$ cat src/rtl/fetch_pkg.sv
// Shared types and constants for the DLX fetch stage.
// Optional feature macro used by the top: FETCH_PERF_CNT_EN.
package fetch_pkg;

   localparam int PC_W   = 32;
   localparam int IR_W   = 32;
   localparam int PC_INC = 4;

   typedef enum logic {
      FETCH = 1'b0,
      DRAIN = 1'b1
   } fetch_state_t;

   typedef struct packed {
      logic [PC_W-1:0] pc;
      logic [IR_W-1:0] ir;
   } fetch_entry_t;

endpackage

$ cat src/rtl/fetch_fifo.sv
// Prefetch FIFO: power-of-two depth, pointers wrap naturally, flush wins over push.
module fetch_fifo #(
   parameter int DEPTH = 2,
   parameter int W     = 64,
   localparam int AW   = $clog2(DEPTH),
   localparam int CW   = AW + 1
) (
   input  logic          clk_i,
   input  logic          rst_i,
   input  logic          push_i,
   input  logic          pop_i,
   input  logic          flush_i,
   input  logic [W-1:0]  din_i,
   output logic [W-1:0]  dout_o,
   output logic          full_o,
   output logic          empty_o,
   output logic [CW-1:0] count_o
);

   logic [W-1:0]  mem_q [DEPTH];
   logic [AW-1:0] wr_q, rd_q;
   logic [CW-1:0] cnt_q;
   logic          do_push, do_pop;

   assign full_o  = (cnt_q == CW'(DEPTH));
   assign empty_o = (cnt_q == '0);
   assign count_o = cnt_q;
   assign dout_o  = mem_q[rd_q];

   // A same-cycle pop is simply absorbed by the flush that follows it.
   assign do_push = push_i && !full_o && !flush_i;
   assign do_pop  = pop_i && !empty_o && !flush_i;

   always_ff @(posedge clk_i or posedge rst_i) begin
      if (rst_i) begin
         wr_q  <= '0;
         rd_q  <= '0;
         cnt_q <= '0;
      end else if (flush_i) begin
         wr_q  <= '0;
         rd_q  <= '0;
         cnt_q <= '0;
      end else begin
         if (do_push) wr_q <= wr_q + 1'b1;
         if (do_pop)  rd_q <= rd_q + 1'b1;
         cnt_q <= cnt_q + CW'(do_push) - CW'(do_pop);
      end
   end

   always_ff @(posedge clk_i) begin
      if (do_push) mem_q[wr_q] <= din_i;
   end

endmodule

$ cat src/rtl/fetch_stage.sv
// DLX fetch stage: PC, IMEM req/ack, prefetch FIFO, redirect with flush.
// Define FETCH_PERF_CNT_EN to add the FETCH_CNT/FLUSH_CNT performance counters.
module fetch_stage
   import fetch_pkg::*;
#(
   parameter int                PC_SIZE      = 32,
   parameter int                IR_SIZE      = 32,
   parameter int                OP_CODE_SIZE = 6,
   parameter int                FUNC_SIZE    = 11,
   parameter int                FIFO_DEPTH   = 2,
   parameter logic [PC_SIZE-1:0] RESET_PC    = '0
) (
   input  logic                    CLK,
   input  logic                    RST,
   output logic                    IMEM_REQ,
   output logic [PC_SIZE-1:0]      IMEM_ADDR,
   input  logic                    IMEM_ACK,
   input  logic [IR_SIZE-1:0]      IMEM_DATA,
   input  logic                    BR_TAKEN,
   input  logic [PC_SIZE-1:0]      BR_TARGET,
   output logic                    IR_VALID,
   input  logic                    IR_READY,
   output logic [IR_SIZE-1:0]      IR,
   output logic [PC_SIZE-1:0]      NPC,
   output logic [OP_CODE_SIZE-1:0] OPCODE,
   output logic [FUNC_SIZE-1:0]    FUNC,
`ifdef FETCH_PERF_CNT_EN
   output logic [31:0]             FETCH_CNT,
   output logic [31:0]             FLUSH_CNT,
`endif
   output fetch_state_t            DBG_STATE
);

   localparam int CW = $clog2(FIFO_DEPTH) + 1;
   localparam int EW = PC_SIZE + IR_SIZE;

   fetch_state_t        state_q, state_d;
   logic [PC_SIZE-1:0]  pc_q, pc_d, tgt_q, tgt_d, br_pc, head_pc;
   logic                req_q, req_d;
   logic                push, pop, full, empty, room;
   logic [CW-1:0]       count;
   logic [EW-1:0]       head;

   assign br_pc = BR_TARGET & ~(PC_SIZE'(PC_INC - 1));
   assign pop   = IR_VALID && IR_READY;
   assign room  = !full || pop || BR_TAKEN;

   always_comb begin
      state_d = state_q;
      pc_d    = pc_q;
      tgt_d   = tgt_q;
      req_d   = req_q;
      push    = 1'b0;
      case (state_q)
         FETCH: begin
            if (req_q) begin
               // REQ drops for one cycle after every ACK.
               if (IMEM_ACK) begin
                  req_d = 1'b0;
                  if (BR_TAKEN) begin
                     pc_d = br_pc;
                  end else begin
                     push = 1'b1;
                     pc_d = pc_q + PC_SIZE'(PC_INC);
                  end
               end else if (BR_TAKEN) begin
                  state_d = DRAIN;
                  tgt_d   = br_pc;
               end
            end else begin
               if (BR_TAKEN) pc_d = br_pc;
               req_d = room;
            end
         end
         DRAIN: begin
            if (BR_TAKEN) tgt_d = br_pc;
            if (IMEM_ACK) begin
               req_d   = 1'b0;
               state_d = FETCH;
               pc_d    = BR_TAKEN ? br_pc : tgt_q;
            end
         end
         default: state_d = FETCH;
      endcase
   end

   always_ff @(posedge CLK or posedge RST) begin
      if (RST) begin
         state_q <= FETCH;
         pc_q    <= RESET_PC;
         tgt_q   <= RESET_PC;
         req_q   <= 1'b0;
      end else begin
         state_q <= state_d;
         pc_q    <= pc_d;
         tgt_q   <= tgt_d;
         req_q   <= req_d;
      end
   end

   fetch_fifo #(
      .DEPTH (FIFO_DEPTH),
      .W     (EW)
   ) u_fifo (
      .clk_i   (CLK),
      .rst_i   (RST),
      .push_i  (push),
      .pop_i   (pop),
      .flush_i (BR_TAKEN),
      .din_i   ({pc_q, IMEM_DATA}),
      .dout_o  (head),
      .full_o  (full),
      .empty_o (empty),
      .count_o (count)
   );

   assign IMEM_REQ  = req_q;
   assign IMEM_ADDR = pc_q;
   assign DBG_STATE = state_q;
   assign IR_VALID  = (count != '0);
   assign head_pc   = head[EW-1 -: PC_SIZE];
   assign IR        = empty ? '0 : head[IR_SIZE-1:0];
   assign NPC       = empty ? '0 : head_pc + PC_SIZE'(PC_INC);
   assign OPCODE    = IR[IR_SIZE-1 -: OP_CODE_SIZE];
   assign FUNC      = IR[FUNC_SIZE-1:0];

`ifdef FETCH_PERF_CNT_EN
   logic [31:0] fetch_cnt_q, flush_cnt_q;

   always_ff @(posedge CLK or posedge RST) begin
      if (RST) begin
         fetch_cnt_q <= '0;
         flush_cnt_q <= '0;
      end else begin
         if (push && fetch_cnt_q != '1)     fetch_cnt_q <= fetch_cnt_q + 32'd1;
         if (BR_TAKEN && flush_cnt_q != '1) flush_cnt_q <= flush_cnt_q + 32'd1;
      end
   end

   assign FETCH_CNT = fetch_cnt_q;
   assign FLUSH_CNT = flush_cnt_q;
`endif

endmodule

$ cat config.mk
export PLATFORM = sky130hd
export DESIGN_NAME = fetch_stage
export DESIGN_NICKNAME = d
export VERILOG_FILES = /design/src/rtl/fetch_pkg.sv /design/src/rtl/fetch_fifo.sv /design/src/rtl/fetch_stage.sv
export SDC_FILE = /design/constraint.sdc
export NUM_CORES = 1
export LEC_CHECK = 0
export CAP_MARGIN = 15
export CORE_ASPECT_RATIO = 1.1
export CORE_MARGIN = 2
export CORE_UTILIZATION = 53
export DETAILED_ROUTE_END_ITERATION = 8
export HOLD_SLACK_MARGIN = 0.06
export PLACE_DENSITY = 0.87
export REMOVE_ABC_BUFFERS = 1
export SLEW_MARGIN = 10
export SYNTH_ARGS = -nofsm -noshare
export SYNTH_HDL_FRONTEND = slang
export SYNTH_SLANG_ARGS = --single-unit
export TNS_END_PERCENT = 30
$ cat constraint.sdc
create_clock -name CLK -period 4.8 [get_ports CLK]
set_input_delay 1.2 -clock CLK [delete_from_list [all_inputs] [get_ports CLK]]
set_output_delay 1.2 -clock CLK [all_outputs]
set_load 0.005 [all_outputs]
==> flow_metrics.py <==
metrics = {
    "outcome": {
        "status": "finished, final reports clean",
    },
    "run": {
        "drv_cap": 0,
    },
    "logic_synthesis": {
        "synth-main-ff-cell": "edfxtp_1",
        "yosysTopAreaCell": "edfxtp_1",
        "netlist_instances": 828,
        "yosysTopAreaCellShare_pct": 39.7,
        "yosysSeqAreaShare_pct": 57.8,
        "synth_most_common_cell": "edfxtp_1",
        "netlist_area_mm2": 0.00968,
        "synth_edf_count": 128,
        "netlist_top_cells_count": "edfxtp_1 (128), nor2_1 (81), dfrtp_1 (70), mux2i_1 (54), nand2_1 (41)",
        "yosys.cell_types.count": 64,
        "syn_area_per_cell_um2": 11.7,
        "yosys_warnings": 0,
        "synthTopCellsByArea": "edfxtp_1 (40%), dfrtp_1 (18%), mux2i_1 (5.6%), nor2_1 (3.1%), mux2_1 (2.8%)",
        "synthArstFlopShare_pct": 35.4,
        "synth_seq_cells": 198,
    },
    "critical_path": {
        "r2r_setup_slack_ns": 1.72,
        "crit_start": "u_fifo.rd_q",
        "path_max_fanout": 39,
        "reg2reg_from": "DBG_STATE",
        "worst-setup-path-type": "reg -> out",
        "startpoint_type": "flop",
        "endpoint": "NPC[23]",
        "reg2regPathDepth": 5,
        "cp.required_ns": 3.60,
        "timing.rr.end": "IMEM_ADDR[28]",
        "end_kind": "output port",
        "critPathArrivalTime_ns": 3.40,
    },
    "sta": {
        "worst_slew_pin_slew_ns": 0.966,
        "drv_slew": 0,
        "grt_setup_unrepaired": "true",
        "skew_ns": 0.00965,
        "setup_viol_count_final": 0,
        "layout_setup_ws_ns": 0.200,
        "finalHoldViolations": 0,
        "timing.final.crit_share_pct": 95.8,
        "setup-tns-final_ns": 0,
        "finalCriticalPeriod_ns": 4.60,
        "fmax_ghz": 0.217,
        "max-slew-margin-rel_pct": 35.5,
    },
    "floorplanning": {
        "rows": 51,
        "die_y_um": 146,
        "die_w_um": 133,
        "start_util_pct": 54.4,
        "boundaryPins": 185,
        "core_area_mm2": 0.0178,
        "die_area_mm2": 0.0194,
    },
    "place": {
        "port_buffers": 182,
        "dp_cells": 1194,
        "place.gp.congestion": 0.896,
        "place_hpwl_um": 15900,
        "pre_cts_ws_ns": 0.584,
    },
    "power": {
        "ir_worst_vdd_v": 0.000333,
        "internal-power_uw": 4090,
        "p_comb_share_pct": 34.9,
        "sw_frac_of_total_pct": 33.7,
        "p_seq_share_pct": 44.4,
        "power.switching_uw": 2080,
        "pwr-share-clk_pct": 20.7,
        "power.leakage_uw": 0.00428,
        "power_density_mw_per_mm2": 506,
    },
    "layout": {
        "fin_cells": 1227,
        "antennaDiodeCount": 0,
        "fillerInstances": 1298,
        "finalNetCount": 1049,
        "drive_above_1_share_pct": 7.48,
        "area_growth_pct": 25.9,
    },
    "detailed_routing": {
        "via_count": 7366,
        "via_per_inst": 6.00,
        "drc_errors": 0,
        "drtIter0Drc": 652,
        "dr.pass1.iters": 6,
        "post_drt_wl_per_cell_um": 18.5,
        "ant_nets": 0,
        "routed_wl_um": 22700,
    },
    "min_path": {
        "hp-class": "reg -> reg",
    },
    "clocking": {
        "clkLatencyLatePin_ns": 0.42,
        "numCtsBuffers": 17,
        "cts_tree": "done",
        "post_cts_buffers": 0,
        "clk_pin_slew_worst_paths_ns": 0.07,
        "cts_buffer_depth": 2,
        "cts-root-buf": "clkbuf_16",
        "clock-sinks": 198,
        "cts_resized": 0,
        "h-tree-depth": 4,
        "cts-hold-fix-buffers": 0,
    },
    "global_routing": {
        "grt_max_degree": 65,
        "grt_pass1_wl_um": 36200,
        "grt_usage_pct": 23.5,
        "grt_pass1_vias": 7034,
        "antenna_found_initial": 0,
        "overflow": 0,
    },
}
flip-flops by register name (all words and copies together), names as in the netlist:
name	cells
u_fifo.mem_q	128
IMEM_ADDR	32
tgt_q	32
u_fifo.count_o	2
DBG_STATE	1
IMEM_REQ	1
u_fifo.rd_q	1
u_fifo.wr_q	1
cells by family after synthesis:
group | Yosys count | share of synthesized area, %
buffers and inverters | 79 | 3.81
flip-flops | 198 | 57.8
AND/OR/NAND/NOR | 260 | 13.7
adder cells (fa/ha/maj) | 4 | 0.517
multiplexers | 96 | 10.5
AO/OA/AOI/OAI | 172 | 12.0
XOR/XNOR | 19 | 1.72
through the flow:
stage	instance area [um2]	power (uW)	utilization (%)	hold slack, ns
final	12200	6160	68.5	0.488
after CTS	12200	6170	68.4	0.485
after detailed placement	11700	4890	65.5	0.467
after global routing	12200	6490	68.5	0.502
after global placement	11700	4800	65.5	0.461
after floorplan	9340	3760	-	0.446
layout by cell type (no fill, tap or decap), types with 6 or more instances in the layout:
cell             count
nand3_1             24
and3_1              15
o21ai_1             18
dfrtp_1             69
nand4_1             19
mux2_1              24
a21oi_1             35
clkdlybuf4s50_1    182
a31oi_1             13
nand2_1             41
and2_1               7
o22ai_1              6
a22oi_1              9
edfxtp_1           128
xor2_1               8
nor2b_1             10
o31ai_1              7
xnor2_1             11
o21ai_0             22
nand2b_1             7
and4_1               8
o21a_1               7
nor3_1              22
nor2_1              79
buf_4               13
nor4_1               8
mux2_2              18
inv_1                8
clkbuf_16           17
mux2i_1             54
layer usage:
| metal | vias up | share of wire (%) | GRT usage (%) |
|---|---|---|---|
| met2 | 355 | 50 | 40.8 |
| met1 | 3547 | 41 | 29.9 |
| met3 | 42 | 6.5 | 3.41 |
| met5 | - | 0 | 0 |
| met4 | 0 | 2.2 | 9.19 |
| li1 | 3422 | - | - |
how the worst min path moves through the flow:
| stage | startpoint | to | slack [ns] | cells past startpoint |
|---|---|---|---|---|
| 6_report | tgt_q[0] | tgt_q[0] | 0.49 | 1 |
| 5_1_grt | tgt_q[13] | tgt_q[13] | 0.50 | 1 |
| 4_1_cts | tgt_q[0] | tgt_q[0] | 0.49 | 1 |
| 3_5_place_dp | tgt_q[1] | tgt_q[1] | 0.47 | 1 |
| 3_3_place_gp | tgt_q[0] | tgt_q[0] | 0.46 | 1 |
| 2_1_floorplan | tgt_q[0] | tgt_q[0] | 0.45 | 1 |
power by group through the flow:
| stage | sequential, uW | clock, uW | combinational [uW] |
|---|---|---|---|
| 4_1_cts | 2720 | 1300 | 2160 |
| 3_3_place_gp | 2720 | 0 | 2090 |
| 5_1_grt | 2780 | 1380 | 2330 |
| 2_1_floorplan | 2650 | 0 | 1110 |
| 6_report | 2730 | 1280 | 2150 |
| 3_5_place_dp | 2750 | 0 | 2140 |
critical path: stages, from the launching register on:
cell	delay [ns]
dfrtp_4	0.68
buf_4	0.45
nand3_1	0.11
o21ai_0	0.18
nand3_1	0.28
or4_1	0.58
a21oi_1	0.17
clkdlybuf4s50_1	0.52
layout make-up:
type | instances | area [um2] | area share [%]
timing repair buffer | 199 | 2000 | 16.4
sequential | 198 | 5600 | 45.9
clock inverter | 10 | 73.8 | 0.606
clock buffer | 22 | 454 | 3.73
multi-input combinational | 551 | 3730 | 30.6
tap | 238 | 298 | 2.44
inverter | 9 | 33.8 | 0.277
No activity file was read; power rests on OpenSTA's default activity.
